[src/rtl/alu_pkg.sv]
// ============================================================================
// Module   : alu_pkg
// Brief    : Shared ALU widths and the buffered result entry record.
// Revision : 1.0 - initial release
// ============================================================================
`default_nettype none

package alu_pkg;

    localparam int ALU_WIDTH = 32;
    localparam int SEL_WIDTH = 4;

    typedef struct packed {
        logic [ALU_WIDTH-1:0] result;
        logic                 carry;
        logic                 zero;
        logic [SEL_WIDTH-1:0] select;
    } alu_entry_t;

    // The zero flag is captured with the entry so the read side needs no compare.
    function automatic alu_entry_t make_entry(
        input logic [ALU_WIDTH-1:0] result,
        input logic                 carry,
        input logic [SEL_WIDTH-1:0] select
    );
        alu_entry_t e;
        e.result = result;
        e.carry  = carry;
        e.zero   = (result == '0);
        e.select = select;
        return e;
    endfunction

endpackage

`default_nettype wire

[src/rtl/alu_result_mem.sv]
// ============================================================================
// Module   : alu_result_mem
// Brief    : DEPTH x entry storage, one synchronous write port, one async read.
// Revision : 1.0 - initial release
// ============================================================================
`default_nettype none

module alu_result_mem
    import alu_pkg::*;
#(
    parameter int DEPTH = 4
) (
    input  logic                     clk,
    input  logic                     i_we,
    input  logic [$clog2(DEPTH)-1:0] i_waddr,
    input  alu_entry_t               i_wdata,
    input  logic [$clog2(DEPTH)-1:0] i_raddr,
    output alu_entry_t               o_rdata
);

    // Contents are deliberately not reset; the controller masks reads while empty.
    alu_entry_t r_mem [DEPTH];

    always_ff @(posedge clk) begin
        if (i_we) begin
            r_mem[i_waddr] <= i_wdata;
        end
    end

    assign o_rdata = r_mem[i_raddr];

endmodule

`default_nettype wire

[src/rtl/alu_result_buffer.sv]
// ============================================================================
// Module   : alu_result_buffer
// Brief    : First-word fall-through buffer for ALU results with carry stats.
// Revision : 1.0 - initial release
// ============================================================================
`default_nettype none

module alu_result_buffer
    import alu_pkg::*;
#(
    parameter int DEPTH = 4,
    parameter int WIDTH = 32
) (
    input  logic                     clk,
    input  logic                     rst,
    input  logic                     in_valid,
    output logic                     in_ready,
    input  logic [WIDTH-1:0]         in_result,
    input  logic                     in_carry,
    input  logic [3:0]               in_select,
    output logic                     out_valid,
    input  logic                     out_ready,
    output logic [WIDTH-1:0]         out_result,
    output logic                     out_carry,
    output logic                     out_zero,
    output logic [3:0]               out_select,
    output logic [$clog2(DEPTH):0]   count,
    output logic [7:0]               carry_count
);

    localparam int c_ptr_w = $clog2(DEPTH);
    localparam int c_cnt_w = $clog2(DEPTH) + 1;
    localparam logic [c_cnt_w-1:0] c_full_cnt = c_cnt_w'(DEPTH);

    if (WIDTH != ALU_WIDTH) begin : g_width_check
        $error("alu_result_buffer: WIDTH must equal alu_pkg::ALU_WIDTH");
    end

    logic [c_ptr_w-1:0] r_wr_ptr;
    logic [c_ptr_w-1:0] r_rd_ptr;
    logic [c_cnt_w-1:0] r_count;
    logic [7:0]         r_carry_count;

    logic       w_full;
    logic       w_empty;
    logic       w_push;
    logic       w_pop;
    alu_entry_t w_wr_entry;
    alu_entry_t w_rd_entry;

    assign w_full  = (r_count == c_full_cnt);
    assign w_empty = (r_count == '0);
    // A full buffer refuses pushes even when the head is leaving this cycle.
    assign w_push  = in_valid && !w_full;
    assign w_pop   = out_ready && !w_empty;

    assign w_wr_entry = make_entry(in_result, in_carry, in_select);

    alu_result_mem #(
        .DEPTH (DEPTH)
    ) u_mem (
        .clk     (clk),
        .i_we    (w_push),
        .i_waddr (r_wr_ptr),
        .i_wdata (w_wr_entry),
        .i_raddr (r_rd_ptr),
        .o_rdata (w_rd_entry)
    );

    // DEPTH is a power of two, so natural pointer overflow is the modulo wrap.
    always_ff @(posedge clk) begin
        if (rst) begin
            r_wr_ptr      <= '0;
            r_rd_ptr      <= '0;
            r_count       <= '0;
            r_carry_count <= '0;
        end else begin
            if (w_push) begin
                r_wr_ptr <= r_wr_ptr + 1'b1;
            end
            if (w_pop) begin
                r_rd_ptr <= r_rd_ptr + 1'b1;
            end
            case ({w_push, w_pop})
                2'b10:   r_count <= r_count + 1'b1;
                2'b01:   r_count <= r_count - 1'b1;
                default: r_count <= r_count;
            endcase
            if (w_push && in_carry && (r_carry_count != 8'hFF)) begin
                r_carry_count <= r_carry_count + 8'd1;
            end
        end
    end

    assign in_ready    = !w_full;
    assign out_valid   = !w_empty;
    assign out_result  = w_empty ? '0   : w_rd_entry.result;
    assign out_carry   = w_empty ? 1'b0 : w_rd_entry.carry;
    assign out_zero    = w_empty ? 1'b0 : w_rd_entry.zero;
    assign out_select  = w_empty ? '0   : w_rd_entry.select;
    assign count       = r_count;
    assign carry_count = r_carry_count;

endmodule

`default_nettype wire
[config.mk]
export PLATFORM = sky130hd
export DESIGN_NAME = alu_result_buffer
export DESIGN_NICKNAME = d
export VERILOG_FILES = /design/src/rtl/alu_pkg.sv /design/src/rtl/alu_result_mem.sv /design/src/rtl/alu_result_buffer.sv
export SDC_FILE = /design/constraint.sdc
export NUM_CORES = 1
export LEC_CHECK = 0
export CORE_ASPECT_RATIO = 0.75
export CORE_MARGIN = 2
export CORE_UTILIZATION = 57
export CTS_BUF_LIST = sky130_fd_sc_hd__clkbuf_2
export CTS_CLUSTER_DIAMETER = 80
export DETAILED_ROUTE_END_ITERATION = 12
export PLACE_DENSITY_LB_ADDON = 0.25
export SLEW_MARGIN = 20
export SYNTH_ARGS = -nofsm -noshare
export SYNTH_HDL_FRONTEND = slang
export SYNTH_SLANG_ARGS = --single-unit
[constraint.sdc]
create_clock -name clk -period 3.05 [get_ports clk]
set_input_delay 0.61 -clock clk [delete_from_list [all_inputs] [get_ports clk]]
set_output_delay 0.61 -clock clk [all_outputs]
set_load 0.01 [all_outputs]
Word level (Yosys, flattened, before mapping)
Memories as Yosys holds them, arrays and structs flattened. A register that Yosys moved wholly into a read port is not among the register bits.
Cells that the tools add are included.

word-level totals
  register bits = 15
  memory bits (writable) = 152
  output and inout bits = 51
  memories kept = 1

cells by class
  add/sub/neg operators = 5
  equal/unequal tests = 4
  multiplexer cells = 9
  reductions and logical operators = 9

memory list
  name         depth  bits a word  rd ports  clocked after memory_dff  wr ports  RTL line              text
  u_mem.r_mem  4      38           1         1                         1         alu_result_mem.sv:22  alu_entry_t r_mem [DEPTH];

operators by type and width
  operator                                                            number
  32-bit logical NOT                                                  1
  32-bit 2-to-1 mux                                                   1
  8-bit by 1-bit adder with 8-bit output, second input constant       1
  8-bit != test, second input constant                                1
  3-bit one-hot mux with 2 select lines                               1
  2-bit by 1-bit adder with 2-bit output, second input constant       2
  1-bit logical AND                                                   4
  1-bit 2-to-1 mux                                                    4
  2-bit 2-to-1 mux                                                    2
  4-bit 2-to-1 mux                                                    1
  3-bit by 1-bit adder with 3-bit output, second input constant       1
  3-bit == test, second input constant                                1
  3-bit logical NOT                                                   1
  3-bit by 1-bit subtractor with 3-bit output, second input constant  1
  2-bit by 1-bit == test with 1-bit output, second input constant     1
  2-bit == test, second input constant                                1
  1-bit logical NOT                                                   2
  2-bit nonzero test                                                  1

Longest topological paths before layout
Gate-level depths: netlist of run 1.

  word-level depth = 5
  gate-level depth with buffers = 10

Cells and area by module
A second synthesis of run 1 with hierarchy kept.

unflattened totals
  cells, all modules = 344
  area total of the unflattened synthesis = 6,622.6 sq um

modules (own cells, without submodules)
  module             instances  cells an instance  area an instance (sq um)
  alu_result_mem     1          202                5,529.1
  alu_result_buffer  1          142                1,093.5

Worst setup path after synthesis of run 1
Ideal clock, no wire load.

  path type = reg2reg
  start point = register r_count[2], in the netlist count[2]
  end point = register r_count[2], in the netlist count[2]
  library setup time = 0.070 ns
  data arrival time = 2.295 ns
  required time = 2.980 ns
  setup slack = 0.685 ns
  cell stages (with the launch flop) = 11
  buffers on the path = 1
  period minus slack after synthesis = 2.365 ns
  path through = dfxtp_1 -> or3b_1 -> buf_6 -> and2_2 -> inv_1 -> ha_1 -> inv_1 -> fa_1 -> xor2_1 -> or3_1 -> a21oi_1

on the way
  cells in the longest elaborated chain, start to end = 5
  elaborated cells between the ends (all ways) = 12

ends and longest elaborated chain
  item                                                                         RTL line                 text
  start: declaration                                                           alu_result_buffer.sv:41  logic [c_cnt_w-1:0] r_count;
  start signal: assignment                                                     alu_result_buffer.sv:85  2'b10: r_count <= r_count + 1'b1;
  start signal: assignment                                                     alu_result_buffer.sv:86  2'b01: r_count <= r_count - 1'b1;
  start signal: assignment                                                     alu_result_buffer.sv:87  default: r_count <= r_count;
  3-bit == test *                                                              alu_result_buffer.sv:51  assign w_full = (r_count == c_full_cnt);
  1-bit logical NOT *                                                          --
  net in_ready                                                                 alu_result_buffer.sv:17  output logic in_ready,
  1-bit logical AND *                                                          alu_result_buffer.sv:54  assign w_push = in_valid && !w_full;
  2-bit by 1-bit == test with 1-bit output or 2-bit == test (tied branches)    alu_result_buffer.sv:84  case ({w_push, w_pop})
  3-bit one-hot mux with 2 select lines or 2-bit nonzero test (tied branches)  --

Mark *: on every way through the listed nets, which the timed path passes. The rest lies on a longest branch.
A chain may end at the register's enable or synchronous reset.

==> impl_metrics.csv, run 1 <==
group,metric,value,unit
run_status,status,"finished clean",
global_routing,grt_max_degree,42,
floorplan,initial_core_util,0.581,
place,dpl.hpwl,7320,um
layout,drive_gt1_frac,0.197,
synth,syn-num-nets,398,
synth,ys.flop_type,"edfxtp_1",
timing,period_minus_slack,2.89,ns
synth,yosys_warnings,0,
synth,synth.area.top_cells,"edfxtp_1 (68%), mux4_2 (13%), dfxtp_1 (5.1%)",
routing,vias,3523,
routing,drt_pre_antenna_iters,4,
clock_tree,clock-sinks,169,
global_routing,grt_first_pass_wirelength,18900,um
place,io_buffer_count,91,
pwr,power_density,762,nW/um^2
layout,syn_to_final_growth,20.7,%
timing,finalHoldViolations,0,
clock_tree,clock_latency,0.70,ns
layout,n_antenna_cell,0,
min_path,worstHoldStart,"in_select[1]",
routing,wl,12200,um
run,cap_violations,0,
synth,synth_cells,350,
min_path,hold_class,"input pin to flip-flop",
synth,yosys.area.top_type,"edfxtp_1",
global_routing,gr-usage-all-layers,0.206,
timing,tightest_slew,0.848,ns
place,dp_cells,577,
place,dpl_cell_area,7800,um^2
layout,finalNonFillerCells,610,
synth,syn-cell-area,6670,um^2
synth,yosysMostFrequentCell,"edfxtp_1",
layout,final.fill_count,749,
routing,ant_nets,0,
routing,drtIter0Drc,227,
timing,min_period_over_period,0.948,
floorplan,row_count,34,
synth,synth_top_area_frac,0.685,
synth,synthArstFlopShare,0,
clock_tree,ctsHtreeMaxLevel,4,
setup_path,worst_ep_required_time,2.44,ns
floorplan,ios,92,
pwr,power,0.00613,W
setup_path,crit_type,"flip-flop to primary output",
clock_tree,cts_root_buf,"clkbuf_2",
layout,nNetsFinal,501,
routing,drc_errors,0,
routing,avgRoutedWirePerCell,20.0,um
timing,finClkSkew,0.0290,ns
layout,finish.instance_area,8050,um^2
floorplan,die_w,129,um
global_routing,grt_pass1_vias,3639,
timing,fmax,346,MHz
setup_path,critPathMaxFanout,17,
clock_tree,cts_tree,"built",
synth,synth.avg_cell_area,19.1,um^2
pwr,peakVddDrop,0.000366,V
setup_path,cp.arrival,2.28,ns
synth,ys_seq_area_frac,0.736,
synth,synth_cell_type_count,34,
setup_path,endpoint_kind,"primary output",
timing,setup_viol,0,
global_routing,overflow,0,
setup_path,r2r_start,"count[2]$_SDFFE_PP0P_",
timing,slew_headroom,0.430,
floorplan,coreArea,11500,um^2
floorplan,die_h,97.7,um
timing,fin_tns_setup,0,ns
synth,synth-edff-count,152,
synth,synth_seq_cells,169,
setup_path,cp-start-kind,"flip-flop",
timing,grt_setup_unrepaired,"false",
place,gp_congestion,0.785,
synth,synth_common_cells,"edfxtp_1 (152), and2_1 (39), mux4_2 (38)",
global_routing,grt_antenna_before_repair,0,
clock_tree,clk_pin_slew,0.26,ns
pwr,p_leak,2.67,nW
timing,drv_slew,0,
floorplan,die_area,12600,um^2
clock_tree,clockBufferDepth,2,
clock_tree,numCtsBuffers,17,
timing,hold_ws,0.517,ns
routing,viasPerCell,5.78,
[through the flow]
stage | util | setup WS, ns
floorplan | - | 0.685
global placement | 0.679 | 0.460
detailed placement | 0.679 | 0.368
CTS | 0.702 | 0.0447
global route | 0.700 | 0.00243
finish | 0.700 | 0.158
[metal layers]
| metal | wire, um | share of wire | vias up | GRT usage |
|---|---|---|---|---|
| li1 | - | - | 1599 | - |
| met1 | 5130 | 0.42 | 1793 | 0.266 |
| met2 | 6300 | 0.52 | 120 | 0.345 |
| met3 | 691 | 0.057 | 11 | 0.0545 |
| met4 | 96 | 0.0079 | 0 | 0.0644 |
| met5 | 0 | 0 | - | 0 |
[layout by cell type, fill, tap and decap left out, drive strengths merged, types with 3 or more instances in the layout]
master and count:
edfxtp 152, clkdlybuf4s50 53, and2 42, mux4 38, dlygate4sd2 26, clkbuf 19
dfxtp 17, clkdlybuf4s15 12, nor2 11, a21oi 10, inv 10, nor4 9
buf 9, ha 6, nand3 5, or3 5, and3 4, clkinvlp 4
nand2 4, clkinv 4, xor2 3, or4 3, o31ai 3, o21ai 3
[cell families (layout without fill, tap and decap cells)]
| family | count (synthesis) | after routing | share of synthesized area |
|---|---|---|---|
| AO/OA/AOI/OAI | 19 | 19 | 0.0169 |
| XOR/XNOR | 5 | 5 | 0.00657 |
| adder cells (fa/ha/maj) | 7 | 7 | 0.0143 |
| buffers and inverters | 23 | 139 | 0.0165 |
| flip-flops | 169 | 169 | 0.736 |
| multiplexers | 40 | 40 | 0.131 |
| AND/OR/NAND/NOR | 87 | 87 | 0.0788 |
[power breakdown]
group,switching [W],internal (W),leakage (nW)
Sequential,0.0000902,0.00279,1.54
Combinational,0.000994,0.00111,0.992
Clock,0.000760,0.000388,0.137
[sequential cells by signal, indices dropped and copies added, names as in the netlist, named ones only]
name and count:
carry_count 8, r_wr_ptr 2, r_rd_ptr 2, u_mem.r_mem 152, count 3
[worst paths after layout]
path	endpoint	slack, ns	cells after the start
setup / recovery	out_result[0]	0.16	4
hold / removal	u_mem.r_mem[2][1]$_DFFE_PP_	0.52	1
setup reg to reg	count[2]$_SDFFE_PP0P_	0.48	9
hold reg to reg	carry_count[5]$_SDFFE_PP0P_	0.53	2
[layout make-up]
type | count | area, um^2 | share of cell area
flip-flops and latches | 169 | 4910 | 0.610
multi-input cells | 158 | 1660 | 0.206
clock buffers | 19 | 95.1 | 0.0118
repair buffers | 100 | 1030 | 0.128
well taps | 144 | 180 | 0.0224
clock inverters | 13 | 144 | 0.0179
inverters | 7 | 26.3 | 0.00327
[timing repair]
action                                  4_1_cts  5_1_grt
buffers inserted                              1        0
hold buffers                                  0        0
gates resized for setup                      44       12
endpoints found under the setup margin       39       22
gates cloned                                  1        0
[critical path, stage by stage, from the launching register on]
cell and delay [ns]:
dfxtp_4 0.44, buf_12 0.19, mux4_2 0.52, and2_1 0.16, dlygate4sd2_1 0.27
(Power assumes the default switching activity.)
==> inputs of run 2 (changes only) <==
- GPL_TIMING_DRIVEN: default -> 0
==> impl_metrics.csv, run 2 (synthesized netlist as in run 1, its figures left out) <==
group,metric,value,unit
setup_path,worst_ep_required_time,2.44,ns
floorplan,row_count,34,
timing,slew_headroom,0.317,
routing,drtIter0Drc,333,
routing,vias,3538,
layout,finalNonFillerCells,622,
place,gp_congestion,0.735,
clock_tree,clk_pin_slew,0.24,ns
timing,finClkSkew,0.0173,ns
timing,fmax,339,MHz
routing,drc_errors,0,
layout,nNetsFinal,513,
layout,mostFrequentLayoutCells,"edfxtp_1 (152), clkdlybuf4s50_1 (52), and2_1 (38), mux4_2 (38), clkbuf_2 (28)",
place,dpl_cell_area,7750,um^2
setup_path,critPathMaxFanout,6,
clock_tree,cts_root_buf,"clkbuf_2",
setup_path,cp_num_buf_inv,3,
timing,setup_viol,0,
routing,ant_nets,0,
min_path,hold_class,"input pin to flip-flop",
clock_tree,clock-sinks,169,
global_routing,grt_max_degree,39,
floorplan,die_h,97.7,um
timing,finalHoldViolations,0,
clock_tree,hold_buffers,0,
setup_path,crit_type,"flip-flop to primary output",
place,dpl.hpwl,7680,um
setup_path,endpoint_kind,"primary output",
floorplan,ios,92,
global_routing,grt_first_pass_wirelength,19300,um
layout,final_common_cell,"edfxtp_1",
layout,largest_register_ffs,152,
setup_path,critical-path-top-delay-family,"buffers and inverters",
floorplan,die_w,129,um
pwr,power_density,792,nW/um^2
timing,min_period_over_period,0.966,
floorplan,coreArea,11500,um^2
pwr,p_leak,2.74,nW
pwr,peakVddDrop,0.000450,V
floorplan,die_area,12600,um^2
clock_tree,cts_tree,"built",
place,pre_cts_slack,0.280,ns
place,dp_cells,584,
timing,grt_setup_unrepaired,"true",
clock_tree,ctsHtreeMaxLevel,4,
floorplan,initial_core_util,0.581,
routing,viasPerCell,5.69,
run,cap_violations,0,
timing,drv_slew,0,
layout,n_antenna_cell,0,
setup_path,r2r_start,"count[2]$_SDFFE_PP0P_",
timing,tightest_slew,1.02,ns
setup_path,path_cells,"buf_12, buf_8, mux4_2, and2_1, dlygate4sd2_1",
clock_tree,numCtsBuffers,17,
layout,finish.instance_area,8140,um^2
run_status,status,"finished clean",
layout,largest_register,"u_mem.r_mem",
place,io_buffer_count,90,
setup_path,cp.arrival,2.34,ns
layout,syn_to_final_growth,22.0,%
setup_path,slowest_delay,0.50,ns
timing,hold_ws,0.263,ns
routing,drt_pre_antenna_iters,7,
clock_tree,clockBufferDepth,2,
clock_tree,clock_latency,0.68,ns
global_routing,gr-usage-all-layers,0.211,
global_routing,grt_pass1_vias,3609,
setup_path,slowest_stage,"mux4_2",
global_routing,grt_antenna_before_repair,0,
routing,wl,12400,um
timing,period_minus_slack,2.95,ns
routing,avgRoutedWirePerCell,19.9,um
min_path,worstHoldStart,"rst",
global_routing,overflow,0,
pwr,power,0.00644,W
timing,layout_setup_ws,0.103,ns
setup_path,cp-start-kind,"flip-flop",
layout,drive_gt1_frac,0.232,
run 2: report_power, final:
part	internal (W)	total (W)	switching, W
registers	0.00279	0.00288	0.0000814
clock network	0.000476	0.00127	0.000798
logic	0.00124	0.00229	0.00106
total	0.00451	0.00644	0.00194
run 2: worst paths after layout:
kind	end	cells after the start	slack (ns)
max reg2reg	count[2]$_SDFFE_PP0P_	10	0.55
min reg2reg	carry_count[5]$_SDFFE_PP0P_	2	0.54
max	out_result[2]	5	0.10
min	count[2]$_SDFFE_PP0P_	2	0.26
run 2: layout make-up:
cell class	count	area (um^2)
buffer	16	160
clock buffer	17	85.1
sequential	169	4910
timing repair buffer	96	927
multi-input combinational	158	1660
tap	144	180
inverter	7	26.3
fill	738	3350
clock inverter	15	189
run 2: per-layer routing:
layer,global-route usage,part of all wire
met1,0.291,0.43
met2,0.337,0.50
met3,0.0573,0.059
met4,0.0560,0.0083
met5,0,0
run 2: through the flow:
step	util	setup TNS (ns)
after CTS	0.708	0
after global placement	0.675	0
after detailed placement	0.675	0
after floorplan	-	0
final	0.708	0
after global routing	0.708	-0.198
run 2: what timing repair did:
action,in CTS,in global routing
resized for setup,74,20
buffers inserted,4,0
endpoints found under the setup margin,39,26
cloned,1,1
